File: config.mk
export PLATFORM = sky130hd
export DESIGN_NAME = y_zigzag_rle
export DESIGN_NICKNAME = d
export VERILOG_FILES = /design/src/rtl/y_zigzag_rle.sv
export SDC_FILE = /design/constraint.sdc
export NUM_CORES = 1
export LEC_CHECK = 0
export ABC_AREA = 1
export BUFFER_PORTS_ARGS = -buffer_cell sky130_fd_sc_hd__buf_2
export CAP_MARGIN = 20
export CELL_PAD_IN_SITES_DETAIL_PLACEMENT = 1
export CELL_PAD_IN_SITES_GLOBAL_PLACEMENT = 2
export CORE_UTILIZATION = 38
export CTS_CLUSTER_SIZE = 20
export DETAILED_ROUTE_END_ITERATION = 12
export HOLD_SLACK_MARGIN = 0.02
export PLACE_DENSITY_LB_ADDON = 0.08
export SYNTH_ARGS = -nofsm -noshare
export SYNTH_HDL_FRONTEND = slang
export SYNTH_SLANG_ARGS = --single-unit
File: constraint.sdc
create_clock -name clk -period 180.6 [get_ports clk]
set_input_delay 36.12 -clock clk [delete_from_list [all_inputs] [get_ports clk]]
set_output_delay 36.12 -clock clk [all_outputs]
set_load 0.005 [all_outputs]
File: src/rtl/y_zigzag_rle.sv
// rtl/y_zigzag_rle.sv - captures a quantized 8x8 luma block, walks it in zig-zag order, emits DC/AC/ZRL/EOB symbols.
// Optional macro Y_ZZ_DBUF_EN adds a second holding buffer so a block can arrive while the previous one drains.
module y_zigzag_rle #(
  parameter int DATA_W = 11,
  parameter int RUN_W  = 4
) (
  input  logic                   clk,
  input  logic                   rst,
  input  logic                   blk_valid,
  input  logic [64*DATA_W-1:0]   blk_in,
  output logic                   blk_ready,
  output logic                   sym_valid,
  input  logic                   sym_ready,
  output logic [1:0]             sym_type,
  output logic [RUN_W-1:0]       sym_run,
  output logic [DATA_W-1:0]      sym_val,
  output logic                   sym_last,
  output logic                   drop
);

  typedef enum logic [2:0] {S_IDLE, S_LOAD, S_DC, S_AC, S_EOB} state_t;

  localparam logic [1:0] T_DC  = 2'b00;
  localparam logic [1:0] T_AC  = 2'b01;
  localparam logic [1:0] T_ZRL = 2'b10;
  localparam logic [1:0] T_EOB = 2'b11;
  localparam logic [RUN_W-1:0] RUN_MAX = '1;

  localparam logic [5:0] ZZ [64] = '{
    6'd0,  6'd1,  6'd8,  6'd16, 6'd9,  6'd2,  6'd3,  6'd10,
    6'd17, 6'd24, 6'd32, 6'd25, 6'd18, 6'd11, 6'd4,  6'd5,
    6'd12, 6'd19, 6'd26, 6'd33, 6'd40, 6'd48, 6'd41, 6'd34,
    6'd27, 6'd20, 6'd13, 6'd6,  6'd7,  6'd14, 6'd21, 6'd28,
    6'd35, 6'd42, 6'd49, 6'd56, 6'd57, 6'd50, 6'd43, 6'd36,
    6'd29, 6'd22, 6'd15, 6'd23, 6'd30, 6'd37, 6'd44, 6'd51,
    6'd58, 6'd59, 6'd52, 6'd45, 6'd38, 6'd31, 6'd39, 6'd46,
    6'd53, 6'd60, 6'd61, 6'd54, 6'd47, 6'd55, 6'd62, 6'd63
  };

  state_t             state, state_n;
  logic [DATA_W-1:0]  act_buf [64];
  logic [5:0]         last_nz, last_nz_scan;
  logic [6:0]         idx, idx_n;
  logic [RUN_W-1:0]   run, run_n;
  logic               sym_valid_n, sym_last_n;
  logic [1:0]         sym_type_n;
  logic [RUN_W-1:0]   sym_run_n;
  logic [DATA_W-1:0]  sym_val_n;
  logic [DATA_W-1:0]  cur;
  logic               accept_blk, slot_free, leave, to_load;

  assign cur        = act_buf[ZZ[idx[5:0]]];
  assign slot_free  = !sym_valid || sym_ready;
  assign accept_blk = blk_valid && blk_ready;

`ifdef Y_ZZ_DBUF_EN
  logic [DATA_W-1:0] hold_buf [64];
  logic              hold_full;
  assign blk_ready = !hold_full;
  // A block arriving in the same cycle as the final accept skips the hold buffer.
  assign to_load   = hold_full || accept_blk;
`else
  assign blk_ready = (state == S_IDLE);
  assign to_load   = 1'b0;
`endif

  always_comb begin
    last_nz_scan = '0;
    for (int i = 1; i < 64; i++)
      if (act_buf[ZZ[i]] != '0) last_nz_scan = 6'(i);
  end

  always_comb begin
    state_n     = state;
    idx_n       = idx;
    run_n       = run;
    sym_valid_n = sym_valid && !sym_ready;
    sym_type_n  = sym_type;
    sym_run_n   = sym_run;
    sym_val_n   = sym_val;
    sym_last_n  = sym_last;
    leave       = 1'b0;
    case (state)
      S_IDLE: if (accept_blk) state_n = S_LOAD;
      S_LOAD: state_n = S_DC;
      S_DC: begin
        if (!sym_valid) begin
          sym_valid_n = 1'b1; sym_type_n = T_DC; sym_run_n = '0;
          sym_val_n = act_buf[0]; sym_last_n = 1'b0;
        end else if (sym_ready) begin
          state_n = S_AC; idx_n = 7'd1; run_n = '0;
        end
      end
      S_AC: begin
        // idx==64 means index 63 was emitted and only its accept is outstanding.
        if (idx[6]) begin
          if (sym_valid && sym_ready) leave = 1'b1;
        end else if (slot_free) begin
          idx_n = idx + 7'd1;
          if (idx[5:0] > last_nz) begin
            state_n = S_EOB;
            idx_n   = idx;
          end else if (cur != '0) begin
            sym_valid_n = 1'b1; sym_type_n = T_AC; sym_run_n = run;
            sym_val_n = cur; sym_last_n = (idx[5:0] == 6'd63);
            run_n = '0;
          end else if (run == RUN_MAX) begin
            sym_valid_n = 1'b1; sym_type_n = T_ZRL; sym_run_n = RUN_MAX;
            sym_val_n = '0; sym_last_n = 1'b0;
            run_n = '0;
          end else begin
            run_n = run + RUN_W'(1);
          end
        end
      end
      S_EOB: begin
        if (!sym_valid) begin
          sym_valid_n = 1'b1; sym_type_n = T_EOB; sym_run_n = '0;
          sym_val_n = '0; sym_last_n = 1'b1;
        end else if (sym_ready) begin
          leave = 1'b1;
        end
      end
      default: state_n = S_IDLE;
    endcase
    if (leave) state_n = to_load ? S_LOAD : S_IDLE;
  end

  always_ff @(posedge clk) begin
    if (rst) begin
      state     <= S_IDLE;
      idx       <= '0;
      run       <= '0;
      last_nz   <= '0;
      sym_valid <= 1'b0;
      sym_type  <= '0;
      sym_run   <= '0;
      sym_val   <= '0;
      sym_last  <= 1'b0;
      drop      <= 1'b0;
    end else begin
      state     <= state_n;
      idx       <= idx_n;
      run       <= run_n;
      sym_valid <= sym_valid_n;
      sym_type  <= sym_type_n;
      sym_run   <= sym_run_n;
      sym_val   <= sym_val_n;
      sym_last  <= sym_last_n;
      drop      <= blk_valid && !blk_ready;
      if (state == S_LOAD) last_nz <= last_nz_scan;
    end
  end

`ifdef Y_ZZ_DBUF_EN
  always_ff @(posedge clk) begin
    if (rst) begin
      hold_full <= 1'b0;
    end else if (leave) begin
      hold_full <= 1'b0;
    end else if (accept_blk && state != S_IDLE) begin
      hold_full <= 1'b1;
    end
  end

  always_ff @(posedge clk) begin
    if (accept_blk && (state == S_IDLE || leave)) begin
      for (int i = 0; i < 64; i++) act_buf[i] <= blk_in[i*DATA_W +: DATA_W];
    end else if (leave && hold_full) begin
      for (int i = 0; i < 64; i++) act_buf[i] <= hold_buf[i];
    end
    if (accept_blk && !(state == S_IDLE || leave)) begin
      for (int i = 0; i < 64; i++) hold_buf[i] <= blk_in[i*DATA_W +: DATA_W];
    end
  end
`else
  always_ff @(posedge clk) begin
    if (accept_blk)
      for (int i = 0; i < 64; i++) act_buf[i] <= blk_in[i*DATA_W +: DATA_W];
  end
`endif

endmodule

==> impl_metrics.csv <==
group,metric,value,unit
worst_setup_path,path_cells,"buf_2 > inv_1 > nor3_2 > buf_4 > buf_4 > buf_4",
die,ios,729,
worst_setup_path,slowest_stage,"buf_4",
worst_setup_path,cpPeakStageDelay,910,ps
clock_network,clockRootBuffer,"clkbuf_16",
die,start_util,0.384,
global_routing,grt_start_max_net_pins,181,
power_and_ir_drop,pwr-share-seq,0.413,
sta,setup_violations,0,
layout,syn_to_final_growth,22.9,%
detailed_routing,drt_iter0_drc,2162,
hold_path,min_from,"sym_run[1]",
yosys,synth_top_family_by_area,"compound AO/OA/AOI/OAI gates",
power_and_ir_drop,powerDensity,15.6,mW/mm^2
yosys,netlist_area,0.0327,sq mm
yosys,syn_nets,3611,
clock_network,cts_resized,0,
worst_setup_path,crit_type,"input pin to register",
clock_network,insertion_delay,660,ps
yosys,synth_compound_area_frac,0.141,
worst_setup_path,cp-end-kind,"register",
yosys,synth_cell_types,50,
power_and_ir_drop,internal_power,387,uW
sta,slew_violations,0,
global_routing,grt_pass1_vias,27481,
sta,fin_crit_sh,0.215,
yosys,synth_most_common_cell,"edfxtp_1",
detailed_routing,dr.pass1.iters,7,
sta,slew_headroom,0.223,
yosys,synth.avg_cell_area,11.3,sq um
yosys,synth_area_leaders,"edfxtp_1 (65%), o21ai_0 (4.5%), nor2_1 (4.0%)",
sta,finalHoldViolations,0,
detailed_routing,route.met2.wl,65.5,mm
yosys,async_flop_share,0,
worst_setup_path,r2r-start,"idx[0]",
die,rows,107,
yosys,synth_cells,2881,
detailed_routing,maxUsedRoutingLayer,"met5",
worst_setup_path,crit_start,"blk_valid",
detailed_routing,drt-met1-wl,53.7,mm
detailed_routing,vias,26684,
die,die_area,0.0871,sq mm
sta,fin_tns_setup,0,ps
sta,clock_skew,33.0,ps
global_routing,grt_overflow,0,
global_routing,grt.total_usage,0.293,
clock_network,path_clk_slew,60,ps
placement,hpwl,101,mm
die,dieWidth,295,um
layout,drive_gt1_frac,0.253,
detailed_routing,viasPerCell,5.55,
yosys,synth-simple-area-share,0.137,
clock_network,tritoncts,"yes",
detailed_routing,drcViolationCount,0,
power_and_ir_drop,combPwrFrac,0.321,
yosys,synthAdderAreaFrac,0.00843,
worst_setup_path,crit_path_max_fanout,83,
clock_network,cts_buffers,83,
global_routing,antenna_found_initial,54,
global_routing,grt_pass1_wl,182,mm
clock_network,ctsHoldBuffers,0,
placement,routabilityCongestion,0.912,
hold_path,hold_class,"register to register",
worst_setup_path,path_common_cell,"buf_4",
power_and_ir_drop,p_leak,14.7,nW
run_status,status,"completed",
clock_network,numClockSinks,744,
sta,whs,466,ps
layout,fin_cells,4809,
detailed_routing,dr_wl_met3,7.16,mm
worst_setup_path,cp-start-kind,"input pin",
sta,max_freq,25.8,MHz
power_and_ir_drop,pwr-share-clk,0.266,
power_and_ir_drop,switching_power,239,uW
yosys,yosysTopAreaCellShare,0.647,
clock_network,clock_path_buffers,3,
sta,rsz0062_at_grt,"false",
yosys,synth_common_cells,"edfxtp_1 (704), nor2_1 (351), o21ai_0 (293), nand2_1 (281), inv_1 (160)",
placement,port_buffers,728,
clock_network,post_cts_buffers,0,
worst_setup_path,arrival,39000,ps
yosys,ys_seq_area_frac,0.672,
detailed_routing,postRouteAntennaNets,0,
yosys,synth_warnings,0,
yosys,synth-main-ff-cell,"edfxtp_1",
detailed_routing,wl_per_cell,27.1,um
sta,tightest_slew,1150,ps
detailed_routing,wl,131,mm
sta,finalCriticalPeriod,38750,ps
clock_network,htree_levels,3,
worst_setup_path,cp.required,180850,ps
power_and_ir_drop,vdd_drop_max,0.0113,mV
yosys,yosys.area.top_type,"edfxtp_1",
yosys,muxShareOfSynthArea,0,
yosys,synth_xor_area_frac,0.000268,
yosys,synth_edf_count,704,
placement,place_inst,4622,
die,core-area,0.0851,sq mm
layout,nNetsFinal,4294,
yosys,ys_ff_latch,744,
power_and_ir_drop,swShare,0.382,
die,die_h,295,um
flow_run,maxCapViolCount,0,
## stage by stage
| stage | instance area (sq um) | utilization | setup WS [ps] | total power, mW |
|---|---|---|---|---|
| after global routing | 40100 | 0.471 | 141700 | 0.655 |
| after CTS | 40000 | 0.470 | 141860 | 0.626 |
| after floorplan | 32700 | - | 94760 | 0.454 |
| final | 40100 | 0.471 | 141850 | 0.626 |
| after global placement | 37400 | 0.439 | 141340 | 0.453 |
| after detailed placement | 37400 | 0.439 | 141170 | 0.459 |
## cells in the final DEF (no fill, tap or decap), drive strengths merged, types with 2 or more instances in the layout
| master | count |
|---|---|
| buf | 762 |
| edfxtp | 704 |
| o21ai | 387 |
| nor2 | 352 |
| nand2 | 282 |
| inv | 186 |
| nand3 | 150 |
| a21oi | 146 |
| o211ai | 128 |
| clkbuf | 105 |
| nor4 | 87 |
| nor3 | 58 |
| dfxtp | 40 |
| diode | 36 |
| o221ai | 34 |
| o22ai | 33 |
| clkinv | 32 |
| or4 | 25 |
| ha | 22 |
| nand4 | 21 |
| a22oi | 12 |
| o311ai | 11 |
| a31oi | 11 |
| bufinv | 7 |
| a211oi | 5 |
| a32o | 4 |
| a221oi | 4 |
| o21bai | 3 |
| a32oi | 2 |
| and2 | 2 |
| clkinvlp | 2 |
| o21a | 2 |
## path summary, 6_finish.rpt
path,endpoint,slack [ps],cells after the start
max,act_buf[14][5],141850,6
min,sym_run[1],470,2
max reg2reg,sym_run[0],172770,27
min reg2reg,sym_run[1],470,2
## per-layer routing
| layer | global-route usage | vias up |
|---|---|---|
| li1 | - | 12149 |
| met1 | 0.375 | 13375 |
| met2 | 0.502 | 935 |
| met3 | 0.0432 | 209 |
| met4 | 0.107 | 16 |
| met5 | 0 | - |
## state kept, by name (all words and copies together) (netlist names)
name,cells
drop,1
sym_valid,1
run,4
last_nz,6
act_buf,704
idx,7
sym_run,4
sym_last,1
state,3
sym_val,11
sym_type,2
## layout make-up
type                    count  area, sq um
inverters                 182          698
well taps                1144         1430
clock inverters            45          433
fillers                  9431        45000
repair buffers            762         3930
diodes                     36         90.1
flip-flops and latches    744        21900
multi-input cells        1791         9430
clock buffers             105         2190
## cell families after synthesis
| group | after synthesis |
|---|---|
| AO/OA/AOI/OAI | 788 |
| buffers and inverters | 346 |
| adder cells (fa/ha/maj) | 22 |
| XOR/XNOR | 1 |
| AND/OR/NAND/NOR | 980 |
| flip-flops | 744 |
## critical path, delay by kind of cell
kind	cells	cell delay, ps
buffers and inverters	5	2470
and+or+nand+nor	1	310
## power by group through the flow
stage / Sequential (mW) / Clock (mW) / Combinational [mW]
after floorplan: 0.331 / 0 / 0.123
after global placement: 0.261 / 0 / 0.192
after detailed placement: 0.262 / 0 / 0.197
after CTS: 0.259 / 0.169 / 0.198
after global routing: 0.262 / 0.175 / 0.217
final: 0.259 / 0.167 / 0.201
(Power assumes the default switching activity.)
